--- src/rtl/pipe_hazard_ctrl_if.sv ---
// Hazard inputs and per-stage hold/flush controls exchanged between the
// pipeline datapath (master) and the hazard sequencer (slave).
interface pipe_hazard_ctrl_if;
    logic [4:0]  rs_id;
    logic [4:0]  rt_id;
    logic [4:0]  rt_ex;
    logic        memread_ex;
    logic        branch_taken_ex;
    logic        mem_req_mem;
    logic        mem_ack;
    logic        pc_hold;
    logic        ifid_hold;
    logic        idex_hold;
    logic        exmem_hold;
    logic        ifid_flush;
    logic        idex_flush;
    logic        timeout_err;
    logic [15:0] stall_cnt;
    logic [15:0] flush_cnt;

    modport master (
        output rs_id, rt_id, rt_ex, memread_ex, branch_taken_ex, mem_req_mem, mem_ack,
        input  pc_hold, ifid_hold, idex_hold, exmem_hold, ifid_flush, idex_flush,
               timeout_err, stall_cnt, flush_cnt
    );

    modport slave (
        input  rs_id, rt_id, rt_ex, memread_ex, branch_taken_ex, mem_req_mem, mem_ack,
        output pc_hold, ifid_hold, idex_hold, exmem_hold, ifid_flush, idex_flush,
               timeout_err, stall_cnt, flush_cnt
    );
endinterface

--- src/rtl/pipe_hazard_ctrl.sv ---
// Stall/flush sequencer merging load-use, taken-branch and memory-wait hazards.
// Optional statistics counters are built only when HAZ_STATS_EN is defined.
module pipe_hazard_ctrl #(
    parameter int unsigned MEM_WAIT_MAX = 15,
    parameter int unsigned CNT_W        = 8
) (
    input  logic               clk,
    input  logic               rst_n,
    pipe_hazard_ctrl_if.slave  hz
);
    typedef enum logic [1:0] {
        ST_RUN      = 2'd0,
        ST_MEM_WAIT = 2'd1,
        ST_ERR      = 2'd2
    } state_t;

    localparam logic [CNT_W-1:0] WAIT_MAX_C = CNT_W'(MEM_WAIT_MAX);
    localparam logic [CNT_W-1:0] WAIT_ONE_C = CNT_W'(1);

    state_t           state_r;
    logic [CNT_W-1:0] wait_cnt_r;
    logic             timeout_err_r;
    logic             lu_s;
    logic             mw_s;
    logic [3:0]       hold_s;   // {pc, ifid, idex, exmem}
    logic [1:0]       flush_s;  // {ifid, idex}

    assign lu_s = hz.memread_ex && (hz.rt_ex != 5'd0) &&
                  ((hz.rt_ex == hz.rs_id) || (hz.rt_ex == hz.rt_id));
    assign mw_s = hz.mem_req_mem && !hz.mem_ack;

    // Zero-latency decode of hold/flush controls from state and hazard inputs
    always_comb begin
        hold_s  = 4'b0000;
        flush_s = 2'b00;
        case (state_r)
            ST_RUN: begin
                if (mw_s) begin
                    hold_s = 4'b1111;
                end else if (hz.branch_taken_ex) begin
                    flush_s = 2'b11;
                end else if (lu_s) begin
                    // idex is flushed, not held: the bubble replaces the dependent op
                    hold_s  = 4'b1100;
                    flush_s = 2'b01;
                end else begin
                    hold_s = 4'b0000;
                end
            end
            ST_MEM_WAIT: begin
                if (!hz.mem_ack) begin
                    hold_s = 4'b1111;
                end else begin
                    hold_s = 4'b0000;
                end
            end
            ST_ERR:  hold_s = 4'b1111;
            default: hold_s = 4'b1111;
        endcase
    end

    assign hz.pc_hold     = hold_s[3];
    assign hz.ifid_hold   = hold_s[2];
    assign hz.idex_hold   = hold_s[1];
    assign hz.exmem_hold  = hold_s[0];
    assign hz.ifid_flush  = flush_s[1];
    assign hz.idex_flush  = flush_s[0];
    assign hz.timeout_err = timeout_err_r;

    // Memory-wait state machine with bounded wait counter and sticky timeout
    always_ff @(posedge clk or negedge rst_n) begin
        if (!rst_n) begin
            state_r       <= ST_RUN;
            wait_cnt_r    <= '0;
            timeout_err_r <= 1'b0;
        end else begin
            case (state_r)
                ST_RUN: begin
                    if (mw_s) begin
                        state_r    <= ST_MEM_WAIT;
                        wait_cnt_r <= WAIT_ONE_C;
                    end
                end
                ST_MEM_WAIT: begin
                    if (hz.mem_ack) begin
                        state_r    <= ST_RUN;
                        wait_cnt_r <= '0;
                    end else if (wait_cnt_r == WAIT_MAX_C) begin
                        state_r       <= ST_ERR;
                        timeout_err_r <= 1'b1;
                    end else begin
                        wait_cnt_r <= wait_cnt_r + WAIT_ONE_C;
                    end
                end
                ST_ERR: begin
                    state_r       <= ST_ERR;
                    timeout_err_r <= 1'b1;
                end
                default: begin
                    // An illegal encoding is treated as a fault and locks the pipeline
                    state_r       <= ST_ERR;
                    timeout_err_r <= 1'b1;
                end
            endcase
        end
    end

`ifdef HAZ_STATS_EN
    logic [15:0] stall_cnt_r;
    logic [15:0] flush_cnt_r;
    logic        run_s;

    assign run_s = (state_r == ST_RUN) && !mw_s;

    // Saturating statistics for branch flushes and load-use stalls
    always_ff @(posedge clk or negedge rst_n) begin
        if (!rst_n) begin
            stall_cnt_r <= 16'd0;
            flush_cnt_r <= 16'd0;
        end else begin
            if (run_s && hz.branch_taken_ex && (flush_cnt_r != 16'hFFFF)) begin
                flush_cnt_r <= flush_cnt_r + 16'd1;
            end
            if (run_s && !hz.branch_taken_ex && lu_s && (stall_cnt_r != 16'hFFFF)) begin
                stall_cnt_r <= stall_cnt_r + 16'd1;
            end
        end
    end

    assign hz.stall_cnt = stall_cnt_r;
    assign hz.flush_cnt = flush_cnt_r;
`else
    assign hz.stall_cnt = 16'd0;
    assign hz.flush_cnt = 16'd0;
`endif
endmodule

--- src/flat_wrapper.sv ---
// flat-port wrapper written by rule: the top's interface ports become plain ports
module pipe_hazard_ctrl_flat 
#(
    parameter int unsigned MEM_WAIT_MAX = 15,
    parameter int unsigned CNT_W        = 8
)
  (clk, rst_n, hz_rs_id, hz_rt_id, hz_rt_ex, hz_memread_ex, hz_branch_taken_ex, hz_mem_req_mem, hz_mem_ack, hz_pc_hold, hz_ifid_hold, hz_idex_hold, hz_exmem_hold, hz_ifid_flush, hz_idex_flush, hz_timeout_err, hz_stall_cnt, hz_flush_cnt);
  pipe_hazard_ctrl_if hz_i ();
  input  logic clk;
  input  logic rst_n;
  input wire logic [$bits(hz_i.rs_id)-1:0] hz_rs_id;
  input wire logic [$bits(hz_i.rt_id)-1:0] hz_rt_id;
  input wire logic [$bits(hz_i.rt_ex)-1:0] hz_rt_ex;
  input wire logic [$bits(hz_i.memread_ex)-1:0] hz_memread_ex;
  input wire logic [$bits(hz_i.branch_taken_ex)-1:0] hz_branch_taken_ex;
  input wire logic [$bits(hz_i.mem_req_mem)-1:0] hz_mem_req_mem;
  input wire logic [$bits(hz_i.mem_ack)-1:0] hz_mem_ack;
  output wire logic [$bits(hz_i.pc_hold)-1:0] hz_pc_hold;
  output wire logic [$bits(hz_i.ifid_hold)-1:0] hz_ifid_hold;
  output wire logic [$bits(hz_i.idex_hold)-1:0] hz_idex_hold;
  output wire logic [$bits(hz_i.exmem_hold)-1:0] hz_exmem_hold;
  output wire logic [$bits(hz_i.ifid_flush)-1:0] hz_ifid_flush;
  output wire logic [$bits(hz_i.idex_flush)-1:0] hz_idex_flush;
  output wire logic [$bits(hz_i.timeout_err)-1:0] hz_timeout_err;
  output wire logic [$bits(hz_i.stall_cnt)-1:0] hz_stall_cnt;
  output wire logic [$bits(hz_i.flush_cnt)-1:0] hz_flush_cnt;
  assign hz_i.rs_id = hz_rs_id;
  assign hz_i.rt_id = hz_rt_id;
  assign hz_i.rt_ex = hz_rt_ex;
  assign hz_i.memread_ex = hz_memread_ex;
  assign hz_i.branch_taken_ex = hz_branch_taken_ex;
  assign hz_i.mem_req_mem = hz_mem_req_mem;
  assign hz_i.mem_ack = hz_mem_ack;
  assign hz_pc_hold = hz_i.pc_hold;
  assign hz_ifid_hold = hz_i.ifid_hold;
  assign hz_idex_hold = hz_i.idex_hold;
  assign hz_exmem_hold = hz_i.exmem_hold;
  assign hz_ifid_flush = hz_i.ifid_flush;
  assign hz_idex_flush = hz_i.idex_flush;
  assign hz_timeout_err = hz_i.timeout_err;
  assign hz_stall_cnt = hz_i.stall_cnt;
  assign hz_flush_cnt = hz_i.flush_cnt;
  pipe_hazard_ctrl #(.MEM_WAIT_MAX(MEM_WAIT_MAX), .CNT_W(CNT_W)) u_core (.clk(clk), .rst_n(rst_n), .hz(hz_i));
endmodule
--- config.mk ---
export PLATFORM = sky130hd
export DESIGN_NAME = pipe_hazard_ctrl_flat
export DESIGN_NICKNAME = d
export VERILOG_FILES = /design/src/rtl/pipe_hazard_ctrl_if.sv /design/src/rtl/pipe_hazard_ctrl.sv /design/src/flat_wrapper.sv
export SDC_FILE = /design/constraint.sdc
export NUM_CORES = 1
export LEC_CHECK = 0
export BUFFER_PORTS_ARGS = -buffer_cell sky130_fd_sc_hd__buf_4
export CAP_MARGIN = 15
export CELL_PAD_IN_SITES_DETAIL_PLACEMENT = 0
export CELL_PAD_IN_SITES_GLOBAL_PLACEMENT = 1
export CORE_MARGIN = 1.5
export CORE_UTILIZATION = 30
export DETAILED_ROUTE_END_ITERATION = 6
export PLACE_DENSITY_LB_ADDON = 0.1
export SLEW_MARGIN = 20
export SYNTH_ARGS = -nofsm -noshare
export SYNTH_HDL_FRONTEND = slang
export SYNTH_SLANG_ARGS = --single-unit
--- constraint.sdc ---
create_clock -name clk -period 1.9 [get_ports clk]
set_input_delay 0.19 -clock clk [delete_from_list [all_inputs] [get_ports clk]]
set_output_delay 0.19 -clock clk [all_outputs]
set_load 0.02 [all_outputs]
==> results of run 1 <==
-- cells in the final DEF, fill, tap and decap left out, drive strengths merged --
master / netlist / routed
a21oi: 4 / 4
a22oi: 1 / 1
a311oi: 1 / 1
a31oi: 2 / 2
buf: 35 / 30
clkbuf: 0 / 4
conb: 1 / 32
dfrtp: 11 / 11
dlygate4sd3: 0 / 1
ha: 1 / 1
inv: 1 / 1
mux2: 1 / 1
nand2: 8 / 8
nand2b: 1 / 1
nand3: 2 / 2
nand4b: 1 / 1
nor2: 7 / 7
nor2b: 2 / 2
nor3: 4 / 4
nor4: 1 / 1
nor4b: 1 / 1
o21ai: 5 / 5
o21bai: 3 / 3
o22a: 1 / 1
o31ai: 4 / 4
or2: 1 / 1
or3: 3 / 3
or3b: 1 / 1
or4: 4 / 4
xor2: 10 / 10
-- power breakdown --
group	internal, mW	switching [mW]
combinational	0.0428	0.0854
clock	0.0813	0.0768
sequential	0.234	0
total	0.358	0.162
-- synthesized netlist by cell type (2+ instances only) --
library cell | number | area [um^2]
buf_4 | 34 | 255
nand2_1 | 8 | 30.0
o21bai_1 | 3 | 22.5
or4_1 | 3 | 22.5
a31oi_1 | 2 | 12.5
o31ai_1 | 3 | 22.5
dfrtp_1 | 11 | 275
a21oi_1 | 3 | 15.0
xor2_1 | 10 | 87.6
o21ai_0 | 4 | 20.0
nand3_1 | 2 | 10.0
nor3_1 | 4 | 20.0
nor2_1 | 7 | 26.3
-- area by class of cell --
cell class	instances	area share [%]
multi-input combinational	101	49.8
sequential	11	23.3
timing repair buffer	31	19.7
tap	44	4.62
clock buffer	4	2.21
inverter	1	0.315
-- how the worst max path moves through the flow --
| stage | end | slack [ps] |
|---|---|---|
| after floorplan | hz_idex_flush | 60 |
| after CTS | hz_idex_flush | 3 |
| final | hz_idex_flush | 110 |
| after detailed placement | hz_pc_hold | 270 |
| after global placement | hz_idex_flush | 260 |
| after global routing | u_core.wait_cnt_r[3]$_DFFE_PN0P_ | 20 |
-- cell families (layout without fill, tap and decap cells) --
| kind of cell | count (synthesis) | after routing | share of synthesized area (%) |
|---|---|---|---|
| buffers and inverters | 36 | 36 | 26.5 |
| muxes | 1 | 1 | 1.10 |
| adders and majority gates | 1 | 1 | 1.23 |
| xor gates and xnor gates | 10 | 10 | 8.59 |
| AOI/OAI and AO/OA | 21 | 21 | 15.3 |
| DFF | 11 | 11 | 27.0 |
| other | 1 | 32 | 0.368 |
| and+or+nand+nor | 36 | 36 | 19.9 |
-- sequential cells by signal (all words and copies together), names as in the netlist --
register and flops:
u_core.hz.timeout_err 1, u_core.state_r 2, u_core.wait_cnt_r 8
-- metal layers --
layer,routed length (um),vias up,global-route usage (%)
met1,856,381,13.8
li1,-,404,-
met4,21,0,2.80
met2,1020,37,20.8
met3,119,2,3.15
met5,0,-,0
-- repair_timing --
action                                  CTS  global route
endpoints found under the setup margin    1             1
setup buffers                             1             2
hold buffers                              1             0
resized for setup                         1             2
endpoints found under the hold margin    11             0
pin swaps                                 0             1
-- critical path: cells and delay by family, from the launching register on --
kind | cells | cell delay (ps)
AOI/OAI and AO/OA | 1 | 170
and+or+nand+nor | 1 | 430
DFF | 1 | 410
buffers and inverters | 2 | 310
-- per-stage QoR --
stage	util [%]	power [mW]	hold slack [ps]	setup slack (ps)
floorplan	-	0.368	-106	65.0
global placement	35.8	0.364	37.4	258
detailed placement	35.8	0.364	39.6	266
CTS	37.2	0.529	248	3.25
global route	37.8	0.548	271	22.3
finish	37.8	0.520	250	112
==> results.md, run 1 <==
* Outcome: finished clean
* Final Net Count at 171
* R2r startpoint: u_core.state_r[0]$_DFFE_PN0P_
* Height of the chip at 61.3 um
* Number of rows created at floorplan at 20
* Worst Reg-to-Reg Cells at 5
* CP startpoint kind: flip-flop
* Routed via count at 824
* 1st-pass router iterations at 4
* Die area at 3760 um^2
* Number of synthesis warnings at 0
* Signal arrival time at the worst endpoint at 1600 ps
* Number of max-capacitance violations reported at 0
* Cell Count Post-Placement at 184
* Flop2flop setup slack at 260 ps
* Setup crit start: u_core.state_r[1]$_DFFE_PN0P_
* DRT Wirelength at 2.02 mm
* Total count of hold-check failures in the final report at 0
* Reg2Reg Capture Point: u_core.wait_cnt_r[7]$_DFFE_PN0P_
* Count of pins over their slew limit at 0
* Area of placed instances at 1130 um^2
* Delay of the slowest critical-path stage at 430 ps
* Number of sinks driven by the clock tree at 11
* Static leakage power at 0.544 nW
* Gr ovfl total at 0
* Remaining DRCs at 0
* Area delta synth->final at 16.8%
* Layout fillers at 340
* Number of setup violations in the final report at 0
* Most common cell on crit path: buf_4
* Maximum number of pins on one net before global-route repair at 12
* CTS HTree Levels at 1
* Number of DRC markers in iteration 0 at 29
* Post-synthesis cell count at 117
* Maximum frequency from static timing analysis at 559 MHz
* Required time at the worst-slack endpoint at 1710 ps
* Final Critical Period at 1790 ps
* Clock buffer count from CTS at 3
* Estimated wirelength of the detail-placed design at 1.60 mm
* Predominant post-synthesis flop cell: dfrtp_1
* IR drop worst, VDD at 0.223 mV
* Average instance area after synthesis at 8.72 um^2
* Wire length of the first global-routing pass at 3.23 mm
* Max Buffers Root-to-Sink at 2
* Worst Hold Path Cells at 3
* Finished Cell Area at 1190 um^2
* Share of final-layout standard cells stronger than drive strength 1 at 30.4%
* #FFs+latches synth at 11
* Total track usage at 11.7%
* Startpoint of the most critical hold path: hz_mem_ack
* Synth async-reset ratio at 100%
* Setup Skew at 2.08 ps
* Floorplan Core Area at 3150 um^2
* Vias per cell at 4.29
* Area occupied by multi-input gates at 593 um^2
* Crit Path Max Fanout at 7
* Die W at 61.3 um
* Number of antenna violations at the first check in global routing at 0
* Gp weighted congestion at 0.721
* Root buffer cell: clkbuf_4
* Final total negative setup slack at 0 ps
* DRT antenna net count at 0
* Worst hold path class: primary input to flip-flop
* Clock tree from TritonCTS: built
* Worst min-delay path endpoint: u_core.state_r[0]$_DFFE_PN0P_
* Slowest cell on crit path: nor4b_1
* Register cell area after layout at 278 um^2
* Diode count at 0
* Number of different library cells in the post-synthesis netlist at 36
* Cell area after synthesis at 1020 um^2
* Starting density of the core at 32.3%
* RSZ-0062 raised after global routing: false
* Count of flip-flops with a built-in enable after synthesis at 0
* Cells along the critical path: buf_4, nor4b_1, o21bai_1, buf_4
* Clock latency on the worst-skew pair at 270 ps
* Num ports at 60
* Number of global-route vias before repair at 743
* Seq/Total Area, Yosys at 27.0%
* Crit path kind: flip-flop to output pin
* Critical path capture point type: output pin
* Period Utilization, post-route at 94.1%
* Clk slew on worst S/H paths at 70 ps
* Post-route non-filler standard cell count at 192
* Power Density at 437 nW/um^2
* Port buffer count at 27
* Per-cell routed wire length at 10.5 um
(Power assumes the default switching activity.)
==> inputs of run 2 (changes only) <==
--- a/config.mk
+++ b/config.mk
@@ -7,10 +7,10 @@
 export LEC_CHECK = 0
 export BUFFER_PORTS_ARGS = -buffer_cell sky130_fd_sc_hd__buf_4
 export CAP_MARGIN = 15
-export CELL_PAD_IN_SITES_DETAIL_PLACEMENT = 0
-export CELL_PAD_IN_SITES_GLOBAL_PLACEMENT = 1
+export CELL_PAD_IN_SITES_DETAIL_PLACEMENT = 1
+export CELL_PAD_IN_SITES_GLOBAL_PLACEMENT = 2
 export CORE_MARGIN = 1.5
-export CORE_UTILIZATION = 30
+export CORE_UTILIZATION = 23
 export DETAILED_ROUTE_END_ITERATION = 6
 export PLACE_DENSITY_LB_ADDON = 0.1
 export SLEW_MARGIN = 20
==> run 2 against run 1 <==
Compared with the run above:
- sequential power hardly changed
- register-to-register slack worse by 80 ps
- routed wire length is 17% higher
- sequential share of layout area is 0.36 points lower
- clock-buffer cell count stayed put
- clock power is 56% higher
- worst setup slack worse by 55 ps
- clock skew is 0.74 ps lower
- combinational power hardly changed
- critical path type unchanged
==> results.md, run 2 (synthesis gave the netlist of run 1 again) <==
* DRT antenna net count at 0
* Static leakage power at 0.543 nW
* DRT Wirelength at 2.37 mm
* Total count of hold-check failures in the final report at 0
* Vias per cell at 4.19
* Clock buffer count from CTS at 3
* CP startpoint kind: flip-flop
* Final Net Count at 170
* Routed via count at 834
* Gp weighted congestion at 0.708
* Root buffer cell: clkbuf_8
* Total buffers and inverters traversed by the critical path at 1
* Number of global-route vias before repair at 791
* Largest register FFs at 8
* Clk slew on worst S/H paths at 50 ps
* Outcome: finished clean
* Diode count at 0
* Estimated wirelength of the detail-placed design at 1.90 mm
* Crit path kind: flip-flop to output pin
* Most common cell after layout, fill and taps aside: conb_1
* Share of final-layout standard cells stronger than drive strength 1 at 29.9%
* Critical path capture point type: output pin
* Final total negative setup slack at 0 ps
* Floorplan Core Area at 4320 um^2
* Cells along the critical path: or4_2, o21bai_1, buf_4
* Layout fillers at 540
* Required time at the worst-slack endpoint at 1710 ps
* Number of sinks driven by the clock tree at 11
* Maximum number of pins on one net before global-route repair at 12
* Area occupied by multi-input gates at 591 um^2
* Remaining DRCs at 0
* Max Buffers Root-to-Sink at 2
* Total track usage at 10.1%
* Die W at 69.6 um
* Signal arrival time at the worst endpoint at 1650 ps
* Register cell area after layout at 278 um^2
* Part of the power in combinational logic at 21.2%
* Height of the chip at 69.6 um
* 1st-pass router iterations at 3
* Number of antenna violations at the first check in global routing at 0
* Count of pins over their slew limit at 0
* Maximum frequency from static timing analysis at 542 MHz
* Number of rows created at floorplan at 24
* Net Sw Power at 185 uW
* Port buffer count at 27
* Starting density of the core at 23.6%
* Num ports at 60
* Final Critical Period at 1840 ps
* Share of power burned in registers at 38.4%
* Cell internal pwr at 426 uW
* Gr ovfl total at 0
* Die area at 4840 um^2
* RSZ-0062 raised after global routing: false
* Number of DRC markers in iteration 0 at 28
* Period Utilization, post-route at 97.0%
* Number of max-capacitance violations reported at 0
* Area of placed instances at 1140 um^2
* Area delta synth->final at 18.7%
* Finished Cell Area at 1210 um^2
* CTS HTree Levels at 1
* Share of power burned in the clock network at 40.3%
* IR drop worst, VDD at 0.153 mV
* Setup Skew at 1.34 ps
* Clock tree from TritonCTS: built
* Top register by number of flip-flops: u_core.wait_cnt_r
* Clock latency on the worst-skew pair at 250 ps
* Power Density at 504 nW/um^2
* Switching part of the total at 30.3%
* Worst hold path class: primary input to flip-flop
* Crit Path Max Fanout at 9
* Number of setup violations in the final report at 0
* Delay of the slowest critical-path stage at 650 ps
* Per-cell routed wire length at 11.9 um
* Slowest cell on crit path: or4_2
* Wire length of the first global-routing pass at 3.90 mm
* Leading cell types in the layout, fill and taps excluded: 32 x conb_1, 29 x buf_4, 10 x xor2_1, 9 x dfrtp_1, 8 x nand2_1
* Cell type group with the largest total delay on the critical path: simple AND/OR/NAND/NOR gates
-- run 2: layout make-up --
class	count	share of cell area, %
multi-input combinational	101	48.8
sequential	11	23.0
timing repair buffer	30	18.8
tap	52	5.38
clock buffer	4	3.72
inverter	1	0.310
-- run 2: routing by layer --
layer / vias up / routed length (um) / GRT usage (%)
li1: 401 / - / -
met5: - / 0 / 0
met3: 6 / 169 / 2.62
met2: 38 / 1040 / 15.0
met1: 389 / 1100 / 13.0
met4: 0 / 63 / 6.54
-- run 2: path summary, 6_finish.rpt --
kind,from,cells past startpoint,endpoint,slack (ps)
worst max-delay path,u_core.state_r[0]$_DFFE_PN0P_,3,hz_idex_flush,60
worst min-delay path,hz_mem_ack,3,u_core.state_r[0]$_DFFE_PN0P_,300
worst max register to register,u_core.state_r[1]$_DFFE_PN0P_,5,u_core.wait_cnt_r[7]$_DFFE_PN0P_,180
max in group asynchronous,rst_n,2,u_core.state_r[1]$_DFFE_PN0P_,1420
min in group asynchronous,rst_n,2,u_core.wait_cnt_r[7]$_DFFE_PN0P_,320
worst min register to register,u_core.hz.timeout_err$_DFFE_PN0P_,1,u_core.hz.timeout_err$_DFFE_PN0P_,470
-- run 2: worst register-to-register path, stage by stage (launching register included) --
cell	delay (ps)
dfrtp_2	410
buf_4	160
inv_2	90
o21ai_2	140
nor4_1	420
mux2_2	380
-- run 2: repair_timing --
action,CTS,global route
hold endpoints to repair,11,0
setup buffers,0,2
gates cloned,0,0
resized for setup,1,1
endpoints found under the setup margin,1,1
hold buffers,1,0
-- run 2: power groups by stage --
stage / Clock (mW) / Sequential, mW / Combinational (mW)
floorplan: 0 / 0.239 / 0.130
global placement: 0 / 0.239 / 0.128
detailed placement: 0 / 0.239 / 0.128
CTS: 0.254 / 0.235 / 0.130
global route: 0.261 / 0.234 / 0.140
finish: 0.246 / 0.235 / 0.130
-- run 2: per-stage QoR --
| step | util, % | instances | power, mW | hold slack [ps] | worst slack (ps) |
|---|---|---|---|---|---|
| after global routing | 28.0 | 199 | 0.636 | 335 | 0.967 |
| after floorplan | - | 148 | 0.368 | -106 | 65.0 |
| after global placement | 26.3 | 192 | 0.366 | 37.7 | 262 |
| final | 28.0 | 199 | 0.610 | 305 | 56.5 |
| after CTS | 27.6 | 197 | 0.618 | 311 | 10.8 |
| after detailed placement | 26.3 | 192 | 0.366 | 37.0 | 239 |
